### config.mk
export PLATFORM = sky130hd
export DESIGN_NAME = systolic_pe_flat
export DESIGN_NICKNAME = d
export VERILOG_FILES = /design/src/rtl/systolic_pe_if.sv /design/src/rtl/systolic_pe.sv /design/src/flat_wrapper.sv
export SDC_FILE = /design/constraint.sdc
export NUM_CORES = 1
export LEC_CHECK = 0
export ABC_AREA = 0
export BUFFER_PORTS_ARGS = -buffer_cell sky130_fd_sc_hd__buf_2
export CAP_MARGIN = 15
export CORE_ASPECT_RATIO = 0.9
export CORE_MARGIN = 2
export CORE_UTILIZATION = 40
export DETAILED_ROUTE_END_ITERATION = 16
export SLEW_MARGIN = 15
export SYNTH_ARGS = -nofsm -noshare
export SYNTH_HDL_FRONTEND = slang
export SYNTH_SLANG_ARGS = --single-unit
### constraint.sdc
create_clock -name clk -period 10.7 [get_ports clk]
set_input_delay 1.07 -clock clk [delete_from_list [all_inputs] [get_ports clk]]
set_output_delay 1.07 -clock clk [all_outputs]
set_load 0.005 [all_outputs]
### src/rtl/systolic_pe_if.sv
// Operand, control and result signals of one systolic processing element.
// The master modport belongs to whatever feeds the PE; the slave modport belongs to the PE itself.
interface systolic_pe_if #(
  parameter int DATA_WIDTH = 16,
  parameter int ACC_WIDTH  = 40
);
  logic signed [DATA_WIDTH-1:0] a_in;
  logic signed [DATA_WIDTH-1:0] b_in;
  logic                         in_valid;
  logic                         clear;
  logic                         drain;
  logic signed [DATA_WIDTH-1:0] a_out;
  logic signed [DATA_WIDTH-1:0] b_out;
  logic                         out_valid;
  logic signed [ACC_WIDTH-1:0]  c_out;
  logic                         c_valid;
  logic                         c_sat;
  logic                         busy;

  modport master (
    output a_in, b_in, in_valid, clear, drain,
    input  a_out, b_out, out_valid, c_out, c_valid, c_sat, busy
  );

  modport slave (
    input  a_in, b_in, in_valid, clear, drain,
    output a_out, b_out, out_valid, c_out, c_valid, c_sat, busy
  );
endinterface

### src/rtl/systolic_pe.sv
// Systolic-array processing element: a two-stage signed multiply-accumulate with saturation,
// plus registered operand pass-through and a drain sequence that emits the result.
module systolic_pe #(
  parameter int DATA_WIDTH = 16,
  parameter int ACC_WIDTH  = 40
) (
  input logic        clk,
  input logic        rst,
  systolic_pe_if.slave pe
);
  localparam int PROD_WIDTH = 2 * DATA_WIDTH;
  localparam logic signed [ACC_WIDTH-1:0] ACC_MAX = {1'b0, {(ACC_WIDTH-1){1'b1}}};
  localparam logic signed [ACC_WIDTH-1:0] ACC_MIN = {1'b1, {(ACC_WIDTH-1){1'b0}}};

  generate
    if (ACC_WIDTH < PROD_WIDTH) begin : g_width_check
      $error("systolic_pe: ACC_WIDTH must be at least 2*DATA_WIDTH");
    end
  endgenerate

  typedef enum logic [1:0] {ACCUM, FLUSH, DONE} state_t;

  state_t state;
  state_t state_next;

  logic busy_int;
  logic capture;
  logic do_clear;
  logic finish;

  logic signed [PROD_WIDTH-1:0] product;
  logic                         product_valid;
  logic signed [ACC_WIDTH-1:0]  acc;
  logic                         sat;
  logic signed [ACC_WIDTH:0]    sum_wide;
  logic signed [ACC_WIDTH-1:0]  acc_sum;
  logic                         sum_ovf;

  always_ff @(posedge clk) begin
    if (rst) state <= ACCUM;
    else     state <= state_next;
  end

  always_comb begin
    state_next = state;
    case (state)
      ACCUM:   if (pe.drain) state_next = FLUSH;
      FLUSH:   state_next = DONE;
      DONE:    state_next = ACCUM;
      default: state_next = ACCUM;
    endcase
  end

  // Drain beats clear; both are ignored outside ACCUM, and new samples are refused while busy.
  always_comb begin
    busy_int = (state != ACCUM);
    capture  = pe.in_valid && !busy_int;
    do_clear = (state == ACCUM) && pe.clear && !pe.drain;
    finish   = (state == DONE);
  end

  assign pe.busy = busy_int;

  always_ff @(posedge clk) begin
    if (rst) begin
      pe.a_out     <= '0;
      pe.b_out     <= '0;
      pe.out_valid <= 1'b0;
    end else begin
      pe.a_out     <= pe.a_in;
      pe.b_out     <= pe.b_in;
      pe.out_valid <= pe.in_valid;
    end
  end

  always_ff @(posedge clk) begin
    if (rst) begin
      product       <= '0;
      product_valid <= 1'b0;
    end else begin
      product_valid <= capture;
      if (capture) product <= PROD_WIDTH'(pe.a_in) * PROD_WIDTH'(pe.b_in);
    end
  end

  // One guard bit on the sum exposes signed overflow as a mismatch of the top two bits.
  always_comb begin
    sum_wide = (ACC_WIDTH+1)'(acc) + (ACC_WIDTH+1)'(product);
    sum_ovf  = sum_wide[ACC_WIDTH] != sum_wide[ACC_WIDTH-1];
    if (!sum_ovf)                acc_sum = sum_wide[ACC_WIDTH-1:0];
    else if (sum_wide[ACC_WIDTH]) acc_sum = ACC_MIN;
    else                          acc_sum = ACC_MAX;
  end

  always_ff @(posedge clk) begin
    if (rst) begin
      acc        <= '0;
      sat        <= 1'b0;
      pe.c_out   <= '0;
      pe.c_sat   <= 1'b0;
      pe.c_valid <= 1'b0;
    end else begin
      pe.c_valid <= 1'b0;
      if (finish) begin
        pe.c_out   <= acc;
        pe.c_sat   <= sat;
        pe.c_valid <= 1'b1;
        acc        <= '0;
        sat        <= 1'b0;
      end else if (do_clear) begin
        acc <= '0;
        sat <= 1'b0;
      end else if (product_valid) begin
        acc <= acc_sum;
        sat <= sat | sum_ovf;
      end
    end
  end
endmodule

### src/flat_wrapper.sv
// flat-port wrapper written by rule: the top's interface ports become plain ports
module systolic_pe_flat 
#(
  parameter int DATA_WIDTH = 16,
  parameter int ACC_WIDTH  = 40
)
  (clk, rst, pe_a_in, pe_b_in, pe_in_valid, pe_clear, pe_drain, pe_a_out, pe_b_out, pe_out_valid, pe_c_out, pe_c_valid, pe_c_sat, pe_busy);
  systolic_pe_if #(.DATA_WIDTH(DATA_WIDTH), .ACC_WIDTH(ACC_WIDTH)) pe_i ();
  input logic clk;
  input logic rst;
  input wire logic [$bits(pe_i.a_in)-1:0] pe_a_in;
  input wire logic [$bits(pe_i.b_in)-1:0] pe_b_in;
  input wire logic [$bits(pe_i.in_valid)-1:0] pe_in_valid;
  input wire logic [$bits(pe_i.clear)-1:0] pe_clear;
  input wire logic [$bits(pe_i.drain)-1:0] pe_drain;
  output wire logic [$bits(pe_i.a_out)-1:0] pe_a_out;
  output wire logic [$bits(pe_i.b_out)-1:0] pe_b_out;
  output wire logic [$bits(pe_i.out_valid)-1:0] pe_out_valid;
  output wire logic [$bits(pe_i.c_out)-1:0] pe_c_out;
  output wire logic [$bits(pe_i.c_valid)-1:0] pe_c_valid;
  output wire logic [$bits(pe_i.c_sat)-1:0] pe_c_sat;
  output wire logic [$bits(pe_i.busy)-1:0] pe_busy;
  assign pe_i.a_in = pe_a_in;
  assign pe_i.b_in = pe_b_in;
  assign pe_i.in_valid = pe_in_valid;
  assign pe_i.clear = pe_clear;
  assign pe_i.drain = pe_drain;
  assign pe_a_out = pe_i.a_out;
  assign pe_b_out = pe_i.b_out;
  assign pe_out_valid = pe_i.out_valid;
  assign pe_c_out = pe_i.c_out;
  assign pe_c_valid = pe_i.c_valid;
  assign pe_c_sat = pe_i.c_sat;
  assign pe_busy = pe_i.busy;
  systolic_pe #(.DATA_WIDTH(DATA_WIDTH), .ACC_WIDTH(ACC_WIDTH)) u_core (.clk(clk), .rst(rst), .pe(pe_i));
endmodule
==> flow_metrics.py, run 1 <==
metrics = {
    "floorplan": {
        "core_area_um2": 42000,
        "die_width_um": 222,
        "rows": 71,
        "dieArea_um2": 44600,
        "fp.dieH_um": 200,
        "io_pins": 113,
        "initial_core_util_pct": 40.8,
    },
    "clocking": {
        "cts_buffers": 17,
        "clk_pin_slew_ns": 0.07,
        "cts_tree": "built",
        "cts_root_buf": "clkbuf_16",
        "cts-htree-levels": 4,
        "clock_path_buffers": 2,
        "ctsResizeCount": 0,
        "cts.hold.buffers_added": 0,
        "insertion_delay_ns": 0.45,
        "cts_setup_buffers": 0,
        "numClockSinks": 151,
    },
    "global_routing": {
        "grt_overflow": 0,
        "antenna_found_initial": 0,
        "grt_pass1_wl_um": 70500,
        "grt_max_degree": 57,
        "grt.total_usage_pct": 19.5,
        "grt_pass1_vias": 13700,
    },
    "layout": {
        "final_area_um2": 18700,
        "drive_above_1_share_pct": 10.2,
        "multiInputGateArea_um2": 12600,
        "area.growth.synth_to_final_pct": 8.80,
        "layout.nets": 2373,
        "fillCellCount": 4059,
        "diodes": 0,
        "area.sequential_um2": 3020,
    },
    "place": {
        "place_congestion": 0.856,
        "io_buffer_count": 112,
        "hpwl_um": 32300,
        "placed_area_um2": 18100,
    },
    "sta": {
        "worst_pin_slew_ns": 1.01,
        "setup_tns_ns": 0,
        "period_minus_slack_ns": 6.79,
        "timing.slew.headroom_pct": 32.9,
        "fin_crit_sh_pct": 63.5,
        "hold_violations": 0,
        "fin_worst_skew_ns": 0.00990,
        "setup-violations-final": 0,
        "max_freq_mhz": 147,
        "final-max-slew-violation-count": 0,
        "rsz0062_at_grt": "false",
    },
    "drt": {
        "route.detailed.drc": 0,
        "vias_per_cell": 5.28,
        "dr.first_iter.drc_count": 744,
        "finalWirelength_um": 41900,
        "vias": 13300,
        "wire_per_inst_um": 16.7,
        "final_antenna_net_count": 0,
        "firstDrtPassIters": 5,
    },
    "setup_path": {
        "critPathMaxFanout": 17,
        "cpMaxStageDelayCell": "fa_1",
        "cp_data_required_time_ns": 11.02,
        "ff2ff_setup_slack_ns": 6.48,
        "r2r_start": "u_core.product[0]",
        "path_class": "in -> reg",
        "path_cells": "buf_2, nand2_1, inv_1, fa_1, fa_1, fa_1, fa_1, fa_1, inv_1, fa_1, inv_1, ha_1, and3_1, a221oi_1, nor2b_1, o21a_1, o21ai_0, o211ai_1, a31oi_1, xnor2_1, a21oi_1",
        "crit_buf_inv": 4,
        "end_kind": "register",
        "reg2reg_to": "u_core.acc[33]",
        "cp_top_family": "adder cells",
        "slowest_delay_ns": 0.83,
        "ff2ff_path_depth": 13,
        "path_depth": 21,
        "cpMostUsedCell": "fa_1",
        "startpoint": "pe_b_in[1]",
        "critPathLaunchType": "primary input",
        "crit_arrival_ns": 7.12,
        "cp-endpoint": "u_core.product[31]",
    },
    "synthesis": {
        "yosysUniqueCellTypes": 69,
        "ys_seq_area_share_pct": 17.6,
        "yosys_warnings": 0,
        "syn_area_um2": 17200,
        "synth_nets": 2321,
        "synth-async-reset-ratio_pct": 0,
        "synth_area_per_cell_um2": 9.04,
        "synthCells": 1899,
        "synth-edff-count": 0,
        "synth_top_flop_cell": "dfxtp_1",
        "synth-seq-cells": 151,
    },
    "outcome": {
        "status": "finished, final reports clean",
    },
    "power": {
        "p_per_area_nw_per_um2": 363,
        "p_leak_nw": 9.04,
        "vdd_drop_max_v": 0.000470,
    },
    "job": {
        "cap_violations": 0,
    },
    "worst_hold_path": {
        "hold_class": "reg -> reg",
    },
}
[worst min-delay path, delay by kind of cell, from the launching register on]
kind	cells	cell delay, ns
flops	1	0.32
simple gates	1	0.05
compound gates	1	0.05
[worst min path at each step]
stage | startpoint | end | slack [ns] | cells after the start
2_1_floorplan | u_core.sat | u_core.sat | 0.43 | 2
5_1_grt | u_core.product[23] | u_core.product[23] | 0.49 | 2
6_report | u_core.product[19] | u_core.product[19] | 0.46 | 2
3_5_place_dp | u_core.product[19] | u_core.product[19] | 0.45 | 2
4_1_cts | u_core.product[19] | u_core.product[19] | 0.46 | 2
3_3_place_gp | u_core.sat | u_core.sat | 0.45 | 2
[routing by layer]
layer  GRT usage (%)  wire, µm  vias to the layer above
met1            26.0     18900                     6753
met3            2.91      1520                       31
li1                -         -                     6239
met5               0         0                        -
met4            4.68       563                        0
met2            33.5     20800                      233
[per-stage QoR]
step	utilization [%]	hold slack, ns	std cells	power [mW]	setup slack (ns)
final	44.4	0.460	2511	6.78	3.91
after global placement	43.1	0.446	2479	6.11	3.58
after CTS	44.4	0.464	2511	6.85	3.94
after detailed placement	43.1	0.454	2479	6.19	3.46
after floorplan	-	0.426	1899	5.08	3.84
after global routing	44.4	0.490	2511	7.60	3.55
[final cells by class]
| cell class | instances | area share, % |
|---|---|---|
| clock buffer | 19 | 2.37 |
| sequential | 151 | 16.2 |
| timing repair buffer | 121 | 3.36 |
| multi-input combinational | 1359 | 67.7 |
| inverter | 301 | 6.05 |
| tap | 547 | 3.67 |
| clock inverter | 13 | 0.650 |
[cells by family (layout without fill, tap and decap cells)]
kind of cell	Yosys count	after routing	synth area share, %
DFF	151	151	17.6
AOI/OAI and AO/OA	403	403	15.9
and+or+nand+nor	508	508	14.9
buffers and inverters	389	454	8.79
muxes	1	1	0.0583
xor gates and xnor gates	62	62	3.16
adders and majority gates	385	385	39.6
[sequential cells by signal (all words and copies together) (netlist names)]
register and flops:
u_core.acc 40, u_core.pe.a_out 16, u_core.pe.b_out 16, u_core.pe.c_out 40
u_core.pe.c_sat 1, u_core.pe.c_valid 1, u_core.pe.out_valid 1, u_core.product 32
u_core.product_valid 1, u_core.sat 1, u_core.state 2
[Yosys cell counts, types with 31 or more instances]
master | n | area (µm²)
a21o_1 | 39 | 293
fa_1 | 263 | 5270
xnor2_1 | 40 | 350
and2_1 | 133 | 832
a21oi_2 | 31 | 272
dfxtp_1 | 151 | 3020
nand2_1 | 200 | 751
a21oi_1 | 85 | 425
o21ai_0 | 102 | 510
a22o_1 | 41 | 359
nor2b_1 | 35 | 219
inv_1 | 301 | 1130
ha_1 | 122 | 1530
clkbuf_1 | 72 | 270
nor2_1 | 49 | 184
[cell usage in the layout, fill, tap and decap left out, types with 39 or more instances in the layout]
cell     synthesis  routed
xnor2_1         40      40
o21ai_0        102     102
a21o_1          39      39
nand2_1        200     200
ha_1           122     122
dfxtp_1        151     150
inv_1          301     301
nor2_1          49      49
a21oi_1         85      84
and2_1         133     133
fa_1           263     263
buf_2            4     112
a22o_1          41      41
[where the power goes]
part | switching [mW] | internal (mW)
logic | 3.12 | 2.40
clock network | 0.272 | 0.329
registers | 0.0402 | 0.626
Note: power is estimated with default switching activity, not from simulation.
==> run 2, diff against run 1 <==
ABC_AREA = 1   (was 0)
clock period = 6.8 ns   (was 10.7 ns; I/O delays follow)
==> flow_metrics.py, run 2 <==
metrics = {
    "clocking": {
        "ctsResizeCount": 0,
        "clk_pin_slew_ns": 0.07,
        "cts_setup_buffers": 0,
        "cts.hold.buffers_added": 0,
        "cts-htree-levels": 4,
        "numClockSinks": 151,
        "cts_buffers": 17,
        "clock_path_buffers": 2,
        "cts_tree": "built",
        "cts_root_buf": "clkbuf_16",
        "insertion_delay_ns": 0.49,
    },
    "layout": {
        "diodes": 0,
        "final_area_um2": 19900,
        "largestRegisters": "u_core.acc (40), u_core.pe.c_out (40), u_core.product (32)",
        "drive_above_1_share_pct": 7.42,
        "most-common-layout-cells": "inv_1 (595), nand2_1 (556), fa_1 (263), nor2_1 (211), dfxtp_1 (151)",
        "layout.nets": 2944,
        "area.growth.synth_to_final_pct": 8.79,
        "final_common_cell": "inv_1",
    },
    "floorplan": {
        "io_pins": 113,
        "dieArea_um2": 47500,
        "core_area_um2": 45300,
        "initial_core_util_pct": 40.4,
        "fp.dieH_um": 207,
        "rows": 74,
        "die_width_um": 229,
    },
    "worst_hold_path": {
        "whs_endpoint": "u_core.state[1]",
        "holdPathStages": 1,
        "hold_class": "reg -> reg",
        "holdCritStartpoint": "u_core.state[1]",
    },
    "synthesis": {
        "synth_area_per_cell_um2": 7.39,
        "yosys_warnings": 0,
        "synth_top_flop_cell": "dfxtp_1",
        "yosysMostFrequentCell": "inv_1",
        "synth-edff-count": 0,
        "ys_seq_area_share_pct": 16.5,
        "yosys-top-cells-area": "fa_1 (29%), dfxtp_1 (17%), inv_1 (12%)",
        "synth_top_area_cell": "fa_1",
        "synth-seq-cells": 151,
        "synth-async-reset-ratio_pct": 0,
        "synthCells": 2476,
        "synth_nets": 2898,
        "yosysUniqueCellTypes": 42,
        "ys_top_cells_by_count": "inv_1 (595), nand2_1 (557), fa_1 (263)",
        "syn_area_um2": 18300,
        "netlist.area_leader.share_pct": 28.8,
    },
    "setup_path": {
        "cp_data_required_time_ns": 7.17,
        "critPathLaunchType": "primary input",
        "r2r_start": "u_core.product[0]",
        "ff2ff_setup_slack_ns": 3.19,
        "critPathMaxFanout": 17,
        "reg2reg_to": "u_core.acc[37]",
        "end_kind": "register",
        "crit_arrival_ns": 6.60,
        "ff2ff_path_depth": 14,
        "path_class": "in -> reg",
    },
    "drt": {
        "firstDrtPassIters": 5,
        "dr.first_iter.drc_count": 1160,
        "finalWirelength_um": 52300,
        "final_antenna_net_count": 0,
        "vias": 15600,
        "wire_per_inst_um": 16.6,
        "route.detailed.drc": 0,
        "vias_per_cell": 4.96,
    },
    "global_routing": {
        "grt_pass1_vias": 16100,
        "grt_pass1_wl_um": 86700,
        "grt_max_degree": 55,
        "grt_overflow": 0,
        "antenna_found_initial": 0,
        "grt.total_usage_pct": 23.6,
    },
    "sta": {
        "max_freq_mhz": 161,
        "setup-violations-final": 0,
        "hold_violations": 0,
        "fin_worst_skew_ns": 0.0179,
        "rsz0062_at_grt": "false",
        "worst_pin_slew_ns": 1.01,
        "timing.slew.headroom_pct": 32.8,
        "final-max-slew-violation-count": 0,
        "period_minus_slack_ns": 6.23,
        "hold_ws_ns": 0.446,
        "setup_tns_ns": 0,
        "fin_crit_sh_pct": 91.6,
    },
    "place": {
        "hpwl_um": 42600,
        "place_congestion": 0.944,
        "placed_area_um2": 19400,
        "io_buffer_count": 112,
    },
    "job": {
        "cap_violations": 0,
    },
    "outcome": {
        "status": "finished, final reports clean",
    },
}
[run 2: changes by cell type after synthesis, sizes merged, moves of 12 or more]
cell    change
a211oi     -12
xnor2      -22
nand3      +44
nor2      +170
inv       +297
o21ai      -13
and2      -132
nand2     +358
clkbuf     +15
a21o       -30
nor2b      -35
[run 2: worst max-delay path, cell delays in order]
cell and delay [ns]:
buf_2 0.36, nand2_1 0.17, inv_1 0.14, fa_1 0.55, fa_1 0.84, fa_1 0.51
fa_1 0.50, fa_1 0.49, inv_1 0.05, fa_1 0.47, inv_1 0.04, ha_1 0.33
a21oi_1 0.25, o21ai_0 0.23, a221oi_1 0.47, o211ai_1 0.17, nand2_1 0.09, nand3_1 0.10
nand2_1 0.09, inv_1 0.04
[run 2: through the flow]
| step | utilization, % | instances | worst slack (ns) |
|---|---|---|---|
| final | 44.0 | 3142 | 0.574 |
| after global routing | 44.0 | 3142 | 0.318 |
| after CTS | 44.0 | 3142 | 0.666 |
| after detailed placement | 42.8 | 3111 | 0.159 |
| after global placement | 42.8 | 3111 | 0.165 |
| after floorplan | - | 2476 | 0.803 |
[run 2: how the worst max path moves through the flow]
stage	from	endpoint	slack [ns]	cells past startpoint
after floorplan	pe_a_in[15]	u_core.product[27]	0.80	24
after global placement	pe_b_in[1]	u_core.product[29]	0.16	18
after detailed placement	pe_b_in[1]	u_core.product[28]	0.16	20
after CTS	pe_b_in[1]	u_core.product[28]	0.67	20
after global routing	pe_b_in[1]	u_core.product[28]	0.32	20
final	pe_b_in[1]	u_core.product[28]	0.57	20
[run 2: layer usage]
metal	vias up	routed length (µm)	track usage [%]
li1	7504	-	-
met1	7620	25700	34.1
met2	399	23100	37.1
met3	51	2680	3.01
met4	0	889	7.00
met5	-	0	0
[run 2: cell type report]
| type | instances | area (µm²) |
|---|---|---|
| Timing Repair Buffer | 126 | 666 |
| Inverter | 599 | 2250 |
| Tap cell | 608 | 761 |
| Multi-Input combinational cell | 1627 | 12700 |
| Clock inverter | 13 | 114 |
| Clock buffer | 18 | 429 |
| Sequential cell | 151 | 3020 |
| Fill cell | 4682 | 25400 |
[run 2: logic make-up (layout without fill, tap and decap cells)]
group	count (synthesis)	in the layout	share of synthesized area, %
AO/OA/AOI/OAI	299	299	9.98
flip-flops	151	151	16.5
adder cells (fa/ha/maj)	385	385	37.1
XOR/XNOR	51	51	2.44
buffers and inverters	698	756	14.4
AND/OR/NAND/NOR	892	892	19.5
Power of run 2 is not shown: default switching activity piles up to over one toggle a cycle in this logic, so the estimate is an artifact.
==> run 3, diff against run 2 <==
CORE_MARGIN = 3   (was 2)
CORE_UTILIZATION = 35   (was 40)
==> flow_metrics.py, run 3 (synthesis gave the netlist of run 2 again) <==
metrics = {
    "clocking": {
        "ctsResizeCount": 0,
        "numClockSinks": 151,
        "cts_tree": "built",
        "clock_path_buffers": 2,
        "cts-htree-levels": 4,
        "clk_pin_slew_ns": 0.07,
        "cts.hold.buffers_added": 0,
        "cts_buffers": 17,
        "cts_root_buf": "clkbuf_16",
        "cts_setup_buffers": 0,
        "insertion_delay_ns": 0.46,
    },
    "drt": {
        "dr.first_iter.drc_count": 1160,
        "vias": 15500,
        "route.detailed.drc": 0,
        "vias_per_cell": 4.83,
        "final_antenna_net_count": 0,
        "finalWirelength_um": 53400,
        "firstDrtPassIters": 5,
        "wire_per_inst_um": 16.6,
    },
    "floorplan": {
        "die_width_um": 247,
        "core_area_um2": 51000,
        "dieArea_um2": 55100,
        "rows": 78,
        "initial_core_util_pct": 35.9,
        "io_pins": 113,
        "fp.dieH_um": 223,
    },
    "sta": {
        "hold_violations": 0,
        "timing.slew.headroom_pct": 32.7,
        "rsz0062_at_grt": "false",
        "fin_crit_sh_pct": 90.4,
        "worst_pin_slew_ns": 1.01,
        "period_minus_slack_ns": 6.15,
        "hold_ws_ns": 0.452,
        "setup-violations-final": 0,
        "final-max-slew-violation-count": 0,
        "max_freq_mhz": 163,
        "fin_worst_skew_ns": 0.0169,
        "setup_tns_ns": 0,
    },
    "worst_hold_path": {
        "hold_class": "reg -> reg",
    },
    "global_routing": {
        "grt.total_usage_pct": 20.4,
        "grt_pass1_vias": 16200,
        "antenna_found_initial": 0,
        "grt_overflow": 0,
        "grt_pass1_wl_um": 87500,
        "grt_max_degree": 54,
    },
    "place": {
        "hpwl_um": 43600,
        "placed_area_um2": 19400,
        "io_buffer_count": 112,
        "place_congestion": 0.931,
    },
    "setup_path": {
        "end_kind": "register",
        "cp_top_family": "adder cells",
        "critPathMaxFanout": 17,
        "cpMostUsedCell": "fa_1",
        "path_cells": "buf_2, nand2_1, inv_1, fa_1, fa_1, fa_1, fa_1, fa_1, inv_1, fa_1, inv_1, ha_1, nand2_1, nor3_1, nand3_1, a31o_2, nand3_1, o211ai_1, inv_1",
        "cpMaxStageDelayCell": "fa_1",
        "slowest_delay_ns": 0.83,
        "critPathLaunchType": "primary input",
        "path_class": "in -> reg",
        "crit_buf_inv": 5,
        "cp_data_required_time_ns": 7.20,
        "crit_arrival_ns": 6.55,
    },
    "layout": {
        "drive_above_1_share_pct": 7.34,
        "layout.nets": 2943,
        "most-common-layout-cells": "inv_1 (595), nand2_1 (556), fa_1 (263), nor2_1 (211), dfxtp_1 (151)",
        "largestRegisters": "u_core.acc (40), u_core.pe.c_out (40), u_core.product (32)",
        "final_area_um2": 20000,
        "area.growth.synth_to_final_pct": 9.25,
        "final_common_cell": "inv_1",
        "diodes": 0,
    },
    "outcome": {
        "status": "finished, final reports clean",
    },
    "job": {
        "cap_violations": 0,
    },
}
[run 3: path summary, 6_finish.rpt]
path,from,endpoint,slack (ns),cells after the start
worst max-delay path,pe_b_in[1],u_core.product[24],0.65,19
worst max register to register,u_core.product[0],u_core.acc[18],3.21,14
worst min-delay path,u_core.state[1],u_core.state[1],0.45,1
worst min register to register,u_core.state[1],u_core.state[1],0.45,1
[run 3: cell type report]
cell class | instances | area, µm²
flip-flops and latches | 151 | 3020
repair buffers | 125 | 658
inverters | 599 | 2250
clock buffers | 22 | 474
well taps | 680 | 851
fillers | 5407 | 31000
clock inverters | 9 | 70.1
multi-input cells | 1627 | 12700
[run 3: routing by layer]
layer  part of all wire (%)  global-route usage, %
met1                     48                   29.6
met2                     45                   31.9
met3                    5.3                   2.61
met4                    1.7                   5.32
met5                      0                      0
[run 3: metrics by stage]
stage | util [%] | setup WS [ns] | instances
after floorplan | - | 0.803 | 2476
after global placement | 38.1 | 0.220 | 3182
after detailed placement | 38.1 | 0.203 | 3182
after CTS | 39.2 | 0.677 | 3213
after global routing | 39.2 | 0.194 | 3213
final | 39.2 | 0.650 | 3213
Power of run 3 is left out for the same reason.
